File: config.mk
export PLATFORM = sky130hd
export DESIGN_NAME = if_stage
export DESIGN_NICKNAME = d
export VERILOG_FILES = /design/src/rtl/if_pkg.sv /design/src/rtl/next_pc_unit.sv /design/src/rtl/if_stage.sv
export SDC_FILE = /design/constraint.sdc
export NUM_CORES = 1
export LEC_CHECK = 0
export CORE_AREA = 2 2 123 125
export DETAILED_ROUTE_END_ITERATION = 8
export DIE_AREA = 0 0 125 127
export PLACE_DENSITY = 0.85
export SLEW_MARGIN = 20
export SYNTH_ARGS = -nofsm -noshare
export SYNTH_HDL_FRONTEND = slang
export SYNTH_SLANG_ARGS = --single-unit
File: constraint.sdc
create_clock -name clk -period 4.5 [get_ports clk]
set_clock_uncertainty 0.15 [all_clocks]
set_input_delay 0.9 -clock clk [delete_from_list [all_inputs] [get_ports clk]]
set_output_delay 0.9 -clock clk [all_outputs]
set_load 0.1 [all_outputs]
File: src/rtl/if_pkg.sv
// Shared types and constants for the instruction-fetch stage.
package if_pkg;

    localparam int unsigned XLEN = 32;

    typedef enum logic {
        REQ  = 1'b0,
        HOLD = 1'b1
    } if_state_e;

    localparam logic [XLEN-1:0] NOP              = 32'h0000_0013;
    localparam logic [XLEN-1:0] RESET_PC_DEFAULT = 32'h0000_0000;
    localparam logic [XLEN-1:0] TRAP_VEC_DEFAULT = 32'h0000_0100;

endpackage

File: src/rtl/next_pc_unit.sv
// Next-PC select (jalr > jal/taken branch > sequential) and target misalignment detect.
module next_pc_unit
    import if_pkg::*;
(
    input  logic [XLEN-1:0] pc,
    input  logic            branch,
    input  logic            branch_taken,
    input  logic            jal,
    input  logic            jalr,
    input  logic [XLEN-1:0] imm_ext,
    input  logic [XLEN-1:0] rd1,
    output logic [XLEN-1:0] next_pc_c,
    output logic            misaligned_c
);

    logic [XLEN-1:0] jalr_sum;

    assign jalr_sum = rd1 + imm_ext;

    always_comb begin
        next_pc_c = pc + XLEN'(4);
        if (jalr) begin
            next_pc_c = jalr_sum & ~XLEN'(1);
        end else if (jal || (branch && branch_taken)) begin
            next_pc_c = pc + imm_ext;
        end
    end

    assign misaligned_c = (next_pc_c[1:0] != 2'b00);

endmodule

File: src/rtl/if_stage.sv
// Instruction-fetch stage: owns the PC, fetches over a valid/ready port, holds the word for decode.
// Optional feature: IF_MISALIGN_TRAP_EN redirects misaligned targets to TRAP_VEC_DEFAULT.
module if_stage
    import if_pkg::*;
#(
    parameter logic [XLEN-1:0] RESET_PC = RESET_PC_DEFAULT
) (
    input  logic            clk,
    input  logic            reset,
    output logic            imem_req,
    output logic [XLEN-1:0] imem_addr,
    input  logic            imem_ready,
    input  logic [XLEN-1:0] imem_rdata,
    input  logic            Stall,
    input  logic            Branch,
    input  logic            Jal,
    input  logic            Jalr,
    input  logic            BranchTaken,
    input  logic [XLEN-1:0] ImmExt,
    input  logic [XLEN-1:0] RD1,
    output logic [XLEN-1:0] Instr,
    output logic            InstrValid,
    output logic [XLEN-1:0] PC,
    output logic [XLEN-1:0] PCPlus4,
    output logic            InstrMisaligned
);

    if_state_e       state;
    logic [XLEN-1:0] next_pc;
    logic            misaligned;

    next_pc_unit u_next_pc (
        .pc           (PC),
        .branch       (Branch),
        .branch_taken (BranchTaken),
        .jal          (Jal),
        .jalr         (Jalr),
        .imm_ext      (ImmExt),
        .rd1          (RD1),
        .next_pc_c    (next_pc),
        .misaligned_c (misaligned)
    );

    assign imem_req  = (state == REQ);
    assign imem_addr = PC;
    assign PCPlus4   = PC + XLEN'(4);

`ifdef IF_MISALIGN_TRAP_EN
    logic misaligned_q;
    assign InstrMisaligned = misaligned_q;
`else
    assign InstrMisaligned = 1'b0;
`endif

    // Control inputs only matter on the consume edge (HOLD with Stall low).
    always_ff @(posedge clk) begin
        if (reset) begin
            state      <= REQ;
            PC         <= RESET_PC;
            Instr      <= NOP;
            InstrValid <= 1'b0;
`ifdef IF_MISALIGN_TRAP_EN
            misaligned_q <= 1'b0;
`endif
        end else begin
            case (state)
                REQ: begin
                    if (imem_ready) begin
                        Instr      <= imem_rdata;
                        InstrValid <= 1'b1;
                        state      <= HOLD;
                    end
                end
                HOLD: begin
                    if (!Stall) begin
                        Instr      <= NOP;
                        InstrValid <= 1'b0;
                        state      <= REQ;
`ifdef IF_MISALIGN_TRAP_EN
                        if (misaligned) begin
                            PC           <= TRAP_VEC_DEFAULT;
                            misaligned_q <= 1'b1;
                        end else begin
                            PC <= next_pc;
                        end
`else
                        PC <= misaligned ? {next_pc[XLEN-1:2], 2'b00} : next_pc;
`endif
                    end
                end
                default: state <= REQ;
            endcase
        end
    end

endmodule

### Yosys cells after proc, flatten, opt, wreduce, memory -nomap -nowiden

Index checks and enable logic that the tools add are counted.

* reductions and logical operators: 5
* equality and inequality tests: 2
* bitwise operators: 2
* muxes and demuxes: 12
* add/subtract/negate cells: 3

Operators with widths (count)
* 32-bit 2-to-1 mux: 4
* 32-bit adder: 2
* 32-bit case mux with 2 select lines: 1
* 32-bit by 3-bit adder with 32-bit output, second input constant: 1
* 1-bit 2-to-1 mux: 4
* 1-bit case mux with 2 select lines: 2
* 2-bit AND reduction: 2
* 2-bit 2-to-1 mux: 1
* 2-bit by 1-bit inequality test with 1-bit output, second input constant: 1
* 2-bit inequality test, second input constant: 1
* 1-bit NOT: 2
* 2-bit nonzero test: 1
* 1-bit logical AND: 1
* 1-bit logical OR: 1

* logic and storage cells: 28
* input port bits: 104
* flip-flop bits (word level): 66

### Longest topological paths before layout

* word-level depth: 6
* depth in mapped cells: 12

### Modules after synthesis

Synthesis repeated with hierarchy kept, for this count alone.

* cells, all modules: 992
* area total of the unflattened synthesis: 7295.7 um^2

By module, submodules not included
* next_pc_unit: instances 1, cells an instance 615, sequential area each 0.0 um^2, area each 4201.5 um^2
* if_stage: instances 1, cells an instance 377, sequential area each 1321.3 um^2, area each 3094.2 um^2

### Least setup slack after synthesis

OpenSTA, ideal clock, no wires.

* path type: reg-to-output
* start point: register PC[16]
* end point: output port PCPlus4[27]
* cell stages (with the launch flop): 8
* path slack: -0.379 ns
* buffers on the path: 0
* arrival: 3.829 ns
* data required time: 3.450 ns
* path through: dfxtp_1 -> and4_1 -> and2_4 -> nand3_1 -> nor2_1 -> and2_4 -> nand3_1 -> xnor2_1

* word-level cells in the longest chain between the ends: 1

RTL lines
* start, declared: RTL line if_stage.sv:23 `output logic [XLEN-1:0] PC,`
* start signal, assigned: RTL line if_stage.sv:87 `PC <= misaligned ? {next_pc[XLEN-1:2], 2'b00} : next_pc;`
* 32-bit by 3-bit adder with 32-bit output: RTL line if_stage.sv:46 `assign PCPlus4 = PC + XLEN'(4);`
* end, declared: RTL line if_stage.sv:24 `output logic [XLEN-1:0] PCPlus4,`

No other way between the ends.

### Final worst setup path

* start point: input port ImmExt[1]
* end point: register PC[24]

* word-level cells in the longest chain between the ends: 3
* elaborated cells on any way between the ends: 4
* classes of those cells: add/sub: 2; mux: 2

RTL lines
* start, declared: RTL line if_stage.sv:19 `input logic [XLEN-1:0] ImmExt,`
* 32-bit adder: RTL line next_pc_unit.sv:25 `next_pc_c = pc + imm_ext;`
* 32-bit 2-to-1 mux: RTL line next_pc_unit.sv:24 `end else if (jal || (branch && branch_taken)) begin`
* 32-bit 2-to-1 mux (*): RTL line next_pc_unit.sv:22 `if (jalr) begin`

Mark *: on every way between the ends. The rest lies on a longest branch, timed or not.
A chain may end at the register's enable or synchronous reset.

==> flow_summary.rst <==
.. list-table::
   :header-rows: 1

   * - Metric
     - Value
   * - Run status
     - finished clean
   * - Classification of the worst setup path
     - in2reg
   * - Via count of the first global-routing pass
     - slightly below 7000
   * - Data required time at the worst endpoint
     - between 4 and 5 ns
   * - Proportion of power drawn by combinational gates
     - 48.2%
   * - Top cells by area, synth
     - dfxtp_1 (20%), ha_1 (12%), nor2_1 (6.1%), xnor2_1 (6.0%), a21oi_1 (5.6%)
   * - Cell Count, Final, Fillers Out
     - roughly 1200
   * - Number of vias in the routed layout
     - 7205
   * - Clock period minus worst slack
     - ~4.2 ns
   * - Reg-to-reg startpoint
     - PC[2]
   * - Path depth of the worst reg2reg path
     - 11
   * - Fraction of registers with async set or reset after synthesis
     - 0%
   * - Pins over their slew limit
     - 0
   * - Startpoint types
     - primary input
   * - Worst Max-Slew Pin Slew
     - roughly 1.0 ns
   * - Worst Slack Setup Final
     - 0.348 ns
   * - Postcts setup bufs
     - 0
   * - Pin count of the biggest net entering global routing
     - 35
   * - Floorplan row count
     - between 40 and 50
   * - Fraction of layout cells with a size suffix above 1
     - 9.90%
   * - Ratio of routed vias to standard cells
     - 5.89
   * - P_sw
     - 1270 uW
   * - Synth-to-layout area growth
     - 40.4%
   * - Worst hold path endpoint
     - InstrValid
   * - RSZ-0062 raised after global routing
     - no
   * - Unique masters post-synth
     - 73
   * - Placement-stage worst setup slack
     - 0.0633 ns
   * - # resized after CTS
     - 0
   * - Per-cell routed wire length
     - 18.0 um
   * - Worst slew margin relative to its limit
     - 30.1%
   * - Final Net Count
     - 1203
   * - Number of H-tree branching levels
     - 3
   * - Global-route wire length before repair
     - 34400 um
   * - Predominant post-synthesis flop cell
     - dfxtp_1
   * - Initial antenna violation count
     - 0
   * - Switching power as a share of total power
     - between 40% and 50%
   * - Max-cap viol count
     - 0
   * - Overall die area
     - 15900 um^2
   * - Total half-perimeter wirelength after legalization and detailed placement
     - around 17000 um
   * - Sequential fraction of design power
     - 23.9%
   * - Worst hold path depth
     - 1
   * - Die outline height
     - ~130 um
   * - Port bufs
     - roughly 230
   * - Final setup violation count
     - 0
   * - Post-Place Cells
     - 1208
   * - CTS root buffer
     - clkbuf_16
   * - Worst min-delay path category
     - reg2reg
   * - Power density cells
     - about 300 nW/um^2
   * - TritonCTS clock tree
     - yes
   * - Final-layout worst hold slack
     - 0.313 ns
   * - Share of the synthesized area in the top cell type
     - just over 20%
   * - Remaining global-route overflow
     - 0
   * - Syn Std Cell Area
     - between 6000 and 7000 um^2
   * - Number of buffers inserted during clock tree synthesis
     - 9
   * - Global placement routability congestion
     - 0.931
   * - Internal cell power
     - between 1500 and 2000 uW
   * - Count of flip-flops with a built-in enable after synthesis
     - 0
   * - Ports placed on the boundary
     - 235
   * - TritonCTS sink count
     - 66
   * - Flops & latches, synth
     - 66
   * - Library cell with the largest summed area after synthesis
     - dfxtp_1
   * - Endpoint of the lowest-slack register-to-register path
     - PC[27]
   * - Hold path startpoint
     - InstrValid
   * - Multi-input combinational cell area
     - 4910 um^2
   * - Number of standard cells after synthesis
     - 848
   * - Remaining design rule violation count
     - 0
   * - Proportion of synthesized chip area in sequential cells
     - a little over 20%
   * - Syn. warnings
     - 0
   * - Slack of the worst reg-to-reg path
     - 1.09 ns
   * - Layout filler cell count
     - ~1200
   * - Clock tree buffer depth
     - 2
   * - Footprint of the flip-flops and latches
     - 1320 um^2
   * - Antenna diodes
     - 0
   * - Final clock period utilization by the worst path
     - between 90% and 100%
   * - Synthesized netlist net count
     - ~1000
   * - Global-route usage over all layers
     - 26.5%
   * - Placeable core region
     - 14400 um^2
   * - Clock power share
     - between 20% and 30%
   * - Worst setup EP type
     - register
   * - Maximum fanout count along the critical path
     - 4
   * - IR drop worst, VDD
     - 0.214 mV
   * - Static leakage
     - 0.00381 uW
   * - Clock transition at the registers of the reported paths
     - 0.06 ns
   * - Antenna-violating nets left
     - 0
   * - Horizontal extent of the die
     - approximately 130 um
   * - Timing-limited maximum frequency
     - 0.241 GHz
   * - Number of detailed-route iterations in the first pass
     - 5
   * - Synthesized area per cell
     - 7.70 um^2
   * - Critical path data arrival time
     - 4.28 ns
   * - Final hold violations
     - 0
   * - Clock insertion delay at the later pin of the skew report
     - between 0.3 and 0.4 ns
   * - Total Routed Length
     - 22100 um
   * - Iteration-0 DRC Markers
     - 500
   * - Initial core utilization
     - approximately 45%
   * - CTS Hold Bufs
     - 0
==> worst max path at each step <==
stage	slack [ns]	end	start
after floorplan	-0.11	PCPlus4[21]	PC[4]
after global placement	0.11	PC[22]	ImmExt[0]
after detailed placement	0.06	PC[24]	ImmExt[1]
after CTS	0.40	PC[24]	ImmExt[1]
after global routing	0.20	PC[24]	ImmExt[0]
final	0.35	PC[24]	ImmExt[1]
==> placed cells by master, fill, tap and decap left out, types with 7 or more instances in the layout <==
cell type and instances:
xnor2_1 33, a21oi_1 72, o21bai_1 9, a21o_1 22
and2_1 7, a31oi_1 12, inv_1 16, nand3_1 30
a22oi_1 29, nand2_1 69, clkbuf_16 9, or3_1 8
nand2b_1 8, dfxtp_1 66, nor3_1 13, o21ai_0 27
buf_4 36, clkdlybuf4s50_1 204, xnor2_2 12, o211ai_1 10
xor2_1 29, ha_1 62, nand4_1 9, nor2_1 105
and3_1 12, a211oi_1 29
==> per-layer routing <==
layer  wire [um]  vias to the layer above  share of wire, %  track usage (%)
li1            -                     3462                 -                -
met5           0                        -                 0                0
met3        1370                       46               6.2             3.06
met4         548                        0               2.5             10.1
met2       10500                      307                47             45.4
met1        9700                     3390                44             34.5
==> Yosys cell counts, types with 13 or more instances <==
cell type	n
a22oi_1	29
dfxtp_1	66
nor2_1	106
xor2_1	35
ha_1	62
xnor2_1	45
inv_1	16
nand2_1	69
buf_4	35
clkbuf_1	28
a211oi_1	29
a21oi_1	73
a21o_1	22
nand3_1	30
nor3_1	13
o21ai_0	27
==> registers in the layout, summed over array words and instances, names as in the netlist <==
register    flops
Instr          32
PC             32
InstrValid      1
state           1
==> power groups by stage <==
stage	combinational [uW]	sequential, uW	clock (uW)
6_report	1360	673	789
3_3_place_gp	1330	683	0
5_1_grt	1430	678	825
4_1_cts	1350	672	800
3_5_place_dp	1350	684	0
2_1_floorplan	778	919	0
==> worst max-delay path, cell delays in order <==
cell and delay (ns):
clkdlybuf4s50_1 0.53, fa_1 0.50, a21o_1 0.23, a311o_1 0.40
a21oi_2 0.26, o211ai_2 0.17, a21oi_4 0.28, o21ai_0 0.17
a31oi_1 0.25, xor2_1 0.10, a311o_1 0.35, a31oi_1 0.14
==> metrics by stage <==
| step | area, um^2 | utilization (%) | power, uW | setup TNS (ns) |
|---|---|---|---|---|
| after detailed placement | 8850 | 61.3 | 2030 | 0 |
| after global placement | 8850 | 61.3 | 2020 | 0 |
| final | 9180 | 63.6 | 2820 | 0 |
| after CTS | 9180 | 63.6 | 2820 | 0 |
| after floorplan | 6670 | - | 1700 | -0.195 |
| after global routing | 9180 | 63.6 | 2940 | 0 |
==> cell type report <==
class	count	share of cell area, %
tap	184	2.51
sequential	66	14.4
timing repair buffer	242	25.3
multi-input combinational	700	53.6
clock inverter	6	0.968
inverter	16	0.654
clock buffer	10	2.60
==> cells by family (layout without fill, tap and decap cells) <==
| group | after synthesis | count (layout) | share of synthesized area (%) |
|---|---|---|---|
| other cells | 1 | 1 | 0.0574 |
| compound gates | 271 | 271 | 29.2 |
| xor+xnor | 80 | 80 | 10.7 |
| simple gates | 282 | 282 | 20.2 |
| mux | 2 | 2 | 0.326 |
| flops | 66 | 66 | 20.2 |
| buf+inv | 82 | 274 | 6.76 |
| fa+ha+maj | 64 | 64 | 12.5 |
(Power assumes the default switching activity.)
